$ cat src/rtl/led_sched_pkg.sv
// ============================================================================
//  Module   : led_sched_pkg
//  Purpose  : Shared types and constants for the LED step scheduler.
//  Revision : 1.0 - initial release
// ============================================================================
`default_nettype none

package led_sched_pkg;

    typedef enum logic [1:0] {
        KEY_IDLE     = 2'd0,
        KEY_DEBOUNCE = 2'd1,
        KEY_HELD     = 2'd2,
        KEY_REPEAT   = 2'd3
    } key_state_e;

    localparam int REQ_IDX_W = 2;
    localparam int NUM_REQ   = 3;

    localparam logic [REQ_IDX_W-1:0] REQ_INC  = 2'd0;
    localparam logic [REQ_IDX_W-1:0] REQ_DEC  = 2'd1;
    localparam logic [REQ_IDX_W-1:0] REQ_AUTO = 2'd2;

    localparam int POS_W    = 3;
    localparam int NUM_LEDS = 8;

    // Round-robin successor: inc -> dec -> auto -> inc.
    function automatic logic [REQ_IDX_W-1:0] rr_next(input logic [REQ_IDX_W-1:0] idx);
        return (idx == REQ_AUTO) ? REQ_INC : idx + 2'd1;
    endfunction

endpackage

`default_nettype wire

$ cat src/rtl/led_step_scheduler_key_repeat.sv
// ============================================================================
//  Module   : key_repeat
//  Purpose  : Key synchroniser, debounce and hold-to-repeat FSM; one-cycle req.
//  Revision : 1.0 - initial release
// ============================================================================
`default_nettype none

module key_repeat
    import led_sched_pkg::*;
#(
    parameter int DEB_CYCLES    = 50000,
    parameter int HOLD_CYCLES   = 25000000,
    parameter int REPEAT_CYCLES = 5000000
) (
    input  logic clk,
    input  logic reset,
    input  logic key_n_i,
    output logic req_o,
    output logic idle_o
);

    localparam int MAX_CYC_A = (DEB_CYCLES > HOLD_CYCLES) ? DEB_CYCLES : HOLD_CYCLES;
    localparam int MAX_CYC   = (MAX_CYC_A > REPEAT_CYCLES) ? MAX_CYC_A : REPEAT_CYCLES;
    localparam int CNT_W     = (MAX_CYC > 1) ? $clog2(MAX_CYC) : 1;

    localparam logic [CNT_W-1:0] DEB_LAST  = CNT_W'(DEB_CYCLES - 1);
    localparam logic [CNT_W-1:0] HOLD_LAST = CNT_W'(HOLD_CYCLES - 1);
    localparam logic [CNT_W-1:0] REP_LAST  = CNT_W'(REPEAT_CYCLES - 1);

    logic [1:0]       sync_q;
    key_state_e       state_q, state_d;
    logic [CNT_W-1:0] cnt_q, cnt_d;
    logic             pressed;

    assign pressed = ~sync_q[1];
    assign idle_o  = (state_q == KEY_IDLE);

    // Sync flops reset to "released" so a key held across reset re-debounces.
    always_ff @(posedge clk) begin
        if (!reset) begin
            sync_q  <= 2'b11;
            state_q <= KEY_IDLE;
            cnt_q   <= '0;
        end else begin
            sync_q  <= {sync_q[0], key_n_i};
            state_q <= state_d;
            cnt_q   <= cnt_d;
        end
    end

    always_comb begin
        state_d = state_q;
        cnt_d   = cnt_q;
        req_o   = 1'b0;
        case (state_q)
            KEY_IDLE: begin
                cnt_d = '0;
                if (pressed) state_d = KEY_DEBOUNCE;
            end
            KEY_DEBOUNCE: begin
                if (!pressed) begin
                    state_d = KEY_IDLE;
                end else if (cnt_q == DEB_LAST) begin
                    state_d = KEY_HELD;
                    cnt_d   = '0;
                    req_o   = 1'b1;
                end else begin
                    cnt_d = cnt_q + 1'b1;
                end
            end
            KEY_HELD: begin
                if (!pressed) begin
                    state_d = KEY_IDLE;
                end else if (cnt_q == HOLD_LAST) begin
                    state_d = KEY_REPEAT;
                    cnt_d   = '0;
                    req_o   = 1'b1;
                end else begin
                    cnt_d = cnt_q + 1'b1;
                end
            end
            KEY_REPEAT: begin
                if (!pressed) begin
                    state_d = KEY_IDLE;
                end else if (cnt_q == REP_LAST) begin
                    cnt_d = '0;
                    req_o = 1'b1;
                end else begin
                    cnt_d = cnt_q + 1'b1;
                end
            end
            default: state_d = KEY_IDLE;
        endcase
    end

endmodule

`default_nettype wire

$ cat src/rtl/led_step_scheduler.sv
// ============================================================================
//  Module   : led_step_scheduler
//  Purpose  : Arbitrates inc/dec keys and auto-sweep onto a one-hot LED position.
//             Define LED_SCHED_SATURATE_EN to make manual steps saturate at 0/7.
//  Revision : 1.0 - initial release
// ============================================================================
`default_nettype none

module led_step_scheduler
    import led_sched_pkg::*;
#(
    parameter int DEB_CYCLES    = 50000,
    parameter int HOLD_CYCLES   = 25000000,
    parameter int REPEAT_CYCLES = 5000000,
    parameter int AUTO_PERIOD   = 12500000
) (
    input  logic                clk,
    input  logic                reset,
    input  logic                key_inc_n,
    input  logic                key_dec_n,
    input  logic                auto_en,
    output logic                step_valid,
    output logic                step_dir,
    output logic [POS_W-1:0]    pos,
    output logic [NUM_LEDS-1:0] LEDS
);

    localparam int                AUTO_W    = (AUTO_PERIOD > 1) ? $clog2(AUTO_PERIOD) : 1;
    localparam logic [AUTO_W-1:0] AUTO_LAST = AUTO_W'(AUTO_PERIOD - 1);
    localparam logic [POS_W-1:0]  POS_MAX   = POS_W'(NUM_LEDS - 1);

    logic inc_req, dec_req, inc_idle, dec_idle;

    key_repeat #(
        .DEB_CYCLES    (DEB_CYCLES),
        .HOLD_CYCLES   (HOLD_CYCLES),
        .REPEAT_CYCLES (REPEAT_CYCLES)
    ) u_key_inc (
        .clk     (clk),
        .reset   (reset),
        .key_n_i (key_inc_n),
        .req_o   (inc_req),
        .idle_o  (inc_idle)
    );

    key_repeat #(
        .DEB_CYCLES    (DEB_CYCLES),
        .HOLD_CYCLES   (HOLD_CYCLES),
        .REPEAT_CYCLES (REPEAT_CYCLES)
    ) u_key_dec (
        .clk     (clk),
        .reset   (reset),
        .key_n_i (key_dec_n),
        .req_o   (dec_req),
        .idle_o  (dec_idle)
    );

    logic [AUTO_W-1:0]    auto_cnt_q, auto_cnt_d;
    logic                 auto_run, auto_req;
    logic [NUM_REQ-1:0]   pend_q, pend_d, req_vec, grant;
    logic [REQ_IDX_W-1:0] rr_q, rr_d, grant_idx;
    logic                 grant_any;
    logic [2:0]           cand;
    logic [POS_W-1:0]     pos_q, pos_d;
    logic                 step_valid_q, step_valid_d;
    logic                 step_dir_q, step_dir_d;
    logic                 sweep_up_q, sweep_up_d;

    assign auto_run = auto_en & inc_idle & dec_idle;
    assign auto_req = auto_run && (auto_cnt_q == AUTO_LAST);

    always_comb begin
        auto_cnt_d = auto_cnt_q + 1'b1;
        if (!auto_run || auto_req) auto_cnt_d = '0;
    end

    // A request landing on an already-set flag is dropped, even in its grant cycle.
    assign req_vec = {auto_req, dec_req, inc_req};
    assign pend_d  = (pend_q & ~grant) | (~pend_q & req_vec);

    always_comb begin
        grant     = '0;
        grant_any = 1'b0;
        grant_idx = rr_q;
        cand      = '0;
        for (int k = 0; k < NUM_REQ; k++) begin
            cand = {1'b0, rr_q} + 3'(k);
            if (cand >= 3'(NUM_REQ)) cand = cand - 3'(NUM_REQ);
            if (!grant_any && pend_q[cand[1:0]]) begin
                grant_any = 1'b1;
                grant_idx = cand[1:0];
            end
        end
        if (grant_any) grant[grant_idx] = 1'b1;
        rr_d = grant_any ? rr_next(grant_idx) : rr_q;
    end

    always_comb begin
        pos_d        = pos_q;
        step_dir_d   = step_dir_q;
        step_valid_d = 1'b0;
        sweep_up_d   = sweep_up_q;
        if (grant_any) begin
            case (grant_idx)
                REQ_INC: begin
`ifdef LED_SCHED_SATURATE_EN
                    if (pos_q != POS_MAX) begin
                        pos_d        = pos_q + 1'b1;
                        step_dir_d   = 1'b1;
                        step_valid_d = 1'b1;
                    end
`else
                    pos_d        = pos_q + 1'b1;
                    step_dir_d   = 1'b1;
                    step_valid_d = 1'b1;
`endif
                end
                REQ_DEC: begin
`ifdef LED_SCHED_SATURATE_EN
                    if (pos_q != '0) begin
                        pos_d        = pos_q - 1'b1;
                        step_dir_d   = 1'b0;
                        step_valid_d = 1'b1;
                    end
`else
                    pos_d        = pos_q - 1'b1;
                    step_dir_d   = 1'b0;
                    step_valid_d = 1'b1;
`endif
                end
                default: begin
                    // Ping-pong: the turn at an end happens within the same step.
                    step_valid_d = 1'b1;
                    if (pos_q == POS_MAX) begin
                        sweep_up_d = 1'b0;
                    end else if (pos_q == '0) begin
                        sweep_up_d = 1'b1;
                    end
                    if ((pos_q != POS_MAX) && ((pos_q == '0) || sweep_up_q)) begin
                        pos_d      = pos_q + 1'b1;
                        step_dir_d = 1'b1;
                    end else begin
                        pos_d      = pos_q - 1'b1;
                        step_dir_d = 1'b0;
                    end
                end
            endcase
        end
    end

    always_ff @(posedge clk) begin
        if (!reset) begin
            auto_cnt_q   <= '0;
            pend_q       <= '0;
            rr_q         <= REQ_INC;
            pos_q        <= '0;
            step_valid_q <= 1'b0;
            step_dir_q   <= 1'b1;
            sweep_up_q   <= 1'b1;
        end else begin
            auto_cnt_q   <= auto_cnt_d;
            pend_q       <= pend_d;
            rr_q         <= rr_d;
            pos_q        <= pos_d;
            step_valid_q <= step_valid_d;
            step_dir_q   <= step_dir_d;
            sweep_up_q   <= sweep_up_d;
        end
    end

    assign pos        = pos_q;
    assign step_valid = step_valid_q;
    assign step_dir   = step_dir_q;
    assign LEDS       = NUM_LEDS'(1) << pos_q;

endmodule

`default_nettype wire

$ cat config.mk
export PLATFORM = sky130hd
export DESIGN_NAME = led_step_scheduler
export DESIGN_NICKNAME = d
export VERILOG_FILES = /design/src/rtl/led_sched_pkg.sv /design/src/rtl/led_step_scheduler_key_repeat.sv /design/src/rtl/led_step_scheduler.sv
export SDC_FILE = /design/constraint.sdc
export NUM_CORES = 1
export LEC_CHECK = 0
export CAP_MARGIN = 25
export CELL_PAD_IN_SITES_DETAIL_PLACEMENT = 1
export CELL_PAD_IN_SITES_GLOBAL_PLACEMENT = 1
export CORE_ASPECT_RATIO = 0.8
export CORE_UTILIZATION = 47
export DETAILED_ROUTE_END_ITERATION = 10
export PLACE_DENSITY_LB_ADDON = 0.25
export SKIP_CTS_REPAIR_TIMING = 1
export SLEW_MARGIN = 5
export SYNTH_ARGS = -nofsm -noshare
export SYNTH_HDL_FRONTEND = slang
export SYNTH_HIERARCHICAL = 1
export SYNTH_SLANG_ARGS = --single-unit
$ cat constraint.sdc
create_clock -name clk -period 3.59 [get_ports clk]
set_clock_uncertainty 0.2 [all_clocks]
set_input_delay 0.5385 -clock clk [delete_from_list [all_inputs] [get_ports clk]]
set_output_delay 0.5385 -clock clk [all_outputs]
set_load 0.02 [all_outputs]
==> flow_summary.ini <==
[clock_tree]
clk_latency_ps = 340
root_buffer = clkbuf_16
cts_tree = yes
cts.sinks = 93
clk_pin_slew_ps = 70
cts_made_buffers = 9
cts-htree-levels = 3
clockBufferDepth = 2

[synth]
synth_top_area_frac = 0.3613
yosysTopAreaCell = dfxtp_1
synth_ff_type = dfxtp_1
ys_top_cells_by_area = dfxtp_1 (36%), nand3_1 (5.0%), nand2_1 (4.5%)
synth_area_mm2 = 0.005152
synth_edf_count = 0
yosys_warnings = 6
yosysSeqAreaShare = 0.3613
netlist_instances = 633
synth_fp_nets = 652
synthArstFlopShare = 0
yosysUniqueCellTypes = 68
synth_area_per_cell_um2 = 8.140
synth-seq-cells = 93

[grt]
grt_max_degree = 24
grt_pass1_vias = 4824
overflow = 0
grt_pass1_wl_um = 24050
grt_usage = 0.2643
antenna_found_initial = 0

[timing]
period_share = 0.8307
fin_setup_tns_ps = 0
worstMarginPinSlew_ps = 872.0
hold_viol = 0
drv_slew = 0
rsz0062_at_grt = false
fmax_mhz = 335.3
finalSetupViolations = 0
relSlewSlack = 0.4170
min_period_ps = 2982

[worst_hold_path]
hold_path_end = u_key_inc/sync_q[1]
hold_class = register to register
min_path_cells = 1
hold_start = u_key_inc/sync_q[0]

[floorplanning]
rows = 33
initial_core_util = 0.4932
fp.coreArea_mm2 = 0.01045
die_x_um = 119.1
io_pins = 18
die-area_mm2 = 0.01139
fp.dieH_um = 95.65

[place]
gp_congestion = 0.8628
io_buffers = 17
dp_hpwl_um = 10200
dp.cells = 778

[power]
switchingPower_mw = 0.4745
combPwrFrac = 0.014
power_density_mw_per_mm2 = 381.0
ir_worst_vdd_uv = 284.3
power.internal_mw = 1.740
p_leak_nw = 1.827
swShare = 0.2143
power.share.sequential = 0.470
clkPwrFrac = 0.515

[critical_path]
rr_endpoint = pos[1]
worstSetupPathType = register to register
r2r_cells = 8
cp-start-kind = register
worst_path_max_delay_cell = ha_1
end_kind = register
startpoint = rr_q[0]
worstPathMaxFanout = 9
cp.arrival_ps = 3010
cpPeakStageDelay_ps = 490
path_cells = inv_1 > ha_1 > mux2i_2 > o22ai_1 > or4_4 > a221oi_2 > mux2i_1 > nand3_1
r2r_slack_ps = 610
worst-endpoint-required_ps = 3610
reg2reg_from = rr_q[0]

[detailed_routing]
antenna_left = 0
drc = 0
drt_iter0_markers = 234
avgRoutedWirePerCell_um = 18.30
first_pass_iters = 4
num_vias = 4852
finalWirelength_um = 14530
vias_per_cell = 6.111

[finish]
diodes = 0
syn2layout_area_growth_pct = 12.80
final_cells = 794
nets = 668
layout-drive-gt1-share = 0.05657

[job]
cap_viol_max_count = 0

[outcome]
status = completed
## cells in the mapped netlist, types with 4 or more instances
| master | count |
|---|---|
| dfxtp_1 | 93 |
| nand2_1 | 62 |
| nor2_1 | 62 |
| nand3_1 | 51 |
| a21oi_1 | 29 |
| inv_1 | 23 |
| nand4_1 | 22 |
| or3_1 | 20 |
| xor2_1 | 19 |
| nor3_1 | 18 |
| o21ai_0 | 18 |
| ha_1 | 14 |
| o21ai_1 | 14 |
| and3_1 | 13 |
| xnor2_1 | 12 |
| nand2b_1 | 10 |
| nor4_1 | 10 |
| o311ai_1 | 10 |
| clkbuf_1 | 9 |
| nor2b_1 | 9 |
| buf_2 | 8 |
| and2_1 | 7 |
| a21o_1 | 6 |
| a41oi_1 | 6 |
| a31oi_1 | 5 |
| and4_1 | 5 |
| or4_1 | 5 |
| nand3b_1 | 4 |
| nor4bb_1 | 4 |
| o21a_1 | 4 |
| o41a_1 | 4 |
## how the worst max path moves through the flow
stage | cells after the start | to
after floorplan | 9 | pos[1]
after global placement | 6 | u_key_dec/cnt_q[6]
after detailed placement | 8 | pos[1]
after CTS | 8 | pos[1]
after global routing | 9 | pos[1]
final | 8 | pos[1]
## cells in the final DEF, fill, tap and decap left out, drive strengths merged, types with 4 or more instances in the layout
master	synthesis	routed
dfxtp	93	93
nand2	62	62
nor2	62	62
nand3	52	52
o21ai	32	32
a21oi	29	29
inv	23	26
nand4	22	22
or3	20	20
xor2	19	19
nor3	18	18
clkdlybuf4s50	0	17
ha	14	14
nor4	14	14
and3	13	13
xnor2	12	12
o311ai	11	11
nand2b	10	10
nor2b	9	9
clkbuf	9	9
and2	8	8
a21o	6	6
buf	10	6
a41oi	6	6
or4	6	6
and4	5	5
a31oi	5	5
nand3b	4	4
o21a	4	4
nor4bb	4	4
o41a	4	4
mux2i	4	4
## critical path, delay by kind of cell (launching register included)
family	cells	cell delay, ps
AO/OA/AOI/OAI	2	520
adder cells (fa/ha/maj)	1	490
buffers and inverters	1	90
flip-flops	1	420
multiplexers	2	560
AND/OR/NAND/NOR	2	590
## flip-flops by register name (all words and copies together), names as in the netlist, 2 cells and up
| register | cells |
|---|---|
| u_key_dec/cnt_q | 25 |
| u_key_inc/cnt_q | 25 |
| auto_cnt_q | 24 |
| pend_q | 3 |
| pos | 3 |
| rr_q | 2 |
| u_key_dec/state_q | 2 |
| u_key_dec/sync_q | 2 |
| u_key_inc/state_q | 2 |
| u_key_inc/sync_q | 2 |
## power by group through the flow
stage,Clock (mW),Combinational (mW),Sequential (mW)
2_1_floorplan,0,0.0204,1.06
3_3_place_gp,0,0.0310,1.06
3_5_place_dp,0,0.0319,1.06
4_1_cts,1.16,0.0323,1.04
5_1_grt,1.20,0.0360,1.04
6_report,1.14,0.0320,1.04
## cell type report
cell class | instances | area (um^2)
flip-flops and latches | 93 | 1862
well taps | 140 | 175.2
repair buffers | 24 | 226.5
inverters | 23 | 86.33
multi-input cells | 498 | 3108
fillers | 1254 | 4634
clock inverters | 7 | 128.9
clock buffers | 9 | 225.2
## through the flow
step	utilization	power [mW]	cell area, um^2	hold slack, ps	setup slack [ps]
after floorplan	-	1.081	5152	186.3	1019
after global placement	0.5214	1.095	5446	198.0	673.1
after detailed placement	0.5225	1.097	5458	199.5	639.8
after CTS	0.5564	2.234	5812	223.9	618.4
after global routing	0.5564	2.274	5812	247.3	453.2
final	0.5564	2.214	5812	217.1	607.8
## metal layers
layer,part of all wire,track usage,wire length [um],up-vias
li1,-,-,-,2367
met1,0.47,0.3282,6902,2394
met2,0.48,0.4709,7037,73
met3,0.027,0.04725,390,18
met4,0.014,0.07384,204,0
met5,0,0,0,-
## cell families (layout without fill, tap and decap cells)
group,after synthesis,count (layout),synth area share
xor+xnor,31,31,0.05270
mux,6,6,0.01287
fa+ha+maj,14,14,0.03400
simple gates,320,320,0.3354
flops,93,93,0.3613
compound gates,127,127,0.1683
buf+inv,42,63,0.03545
No activity file was read; power rests on OpenSTA's default activity.
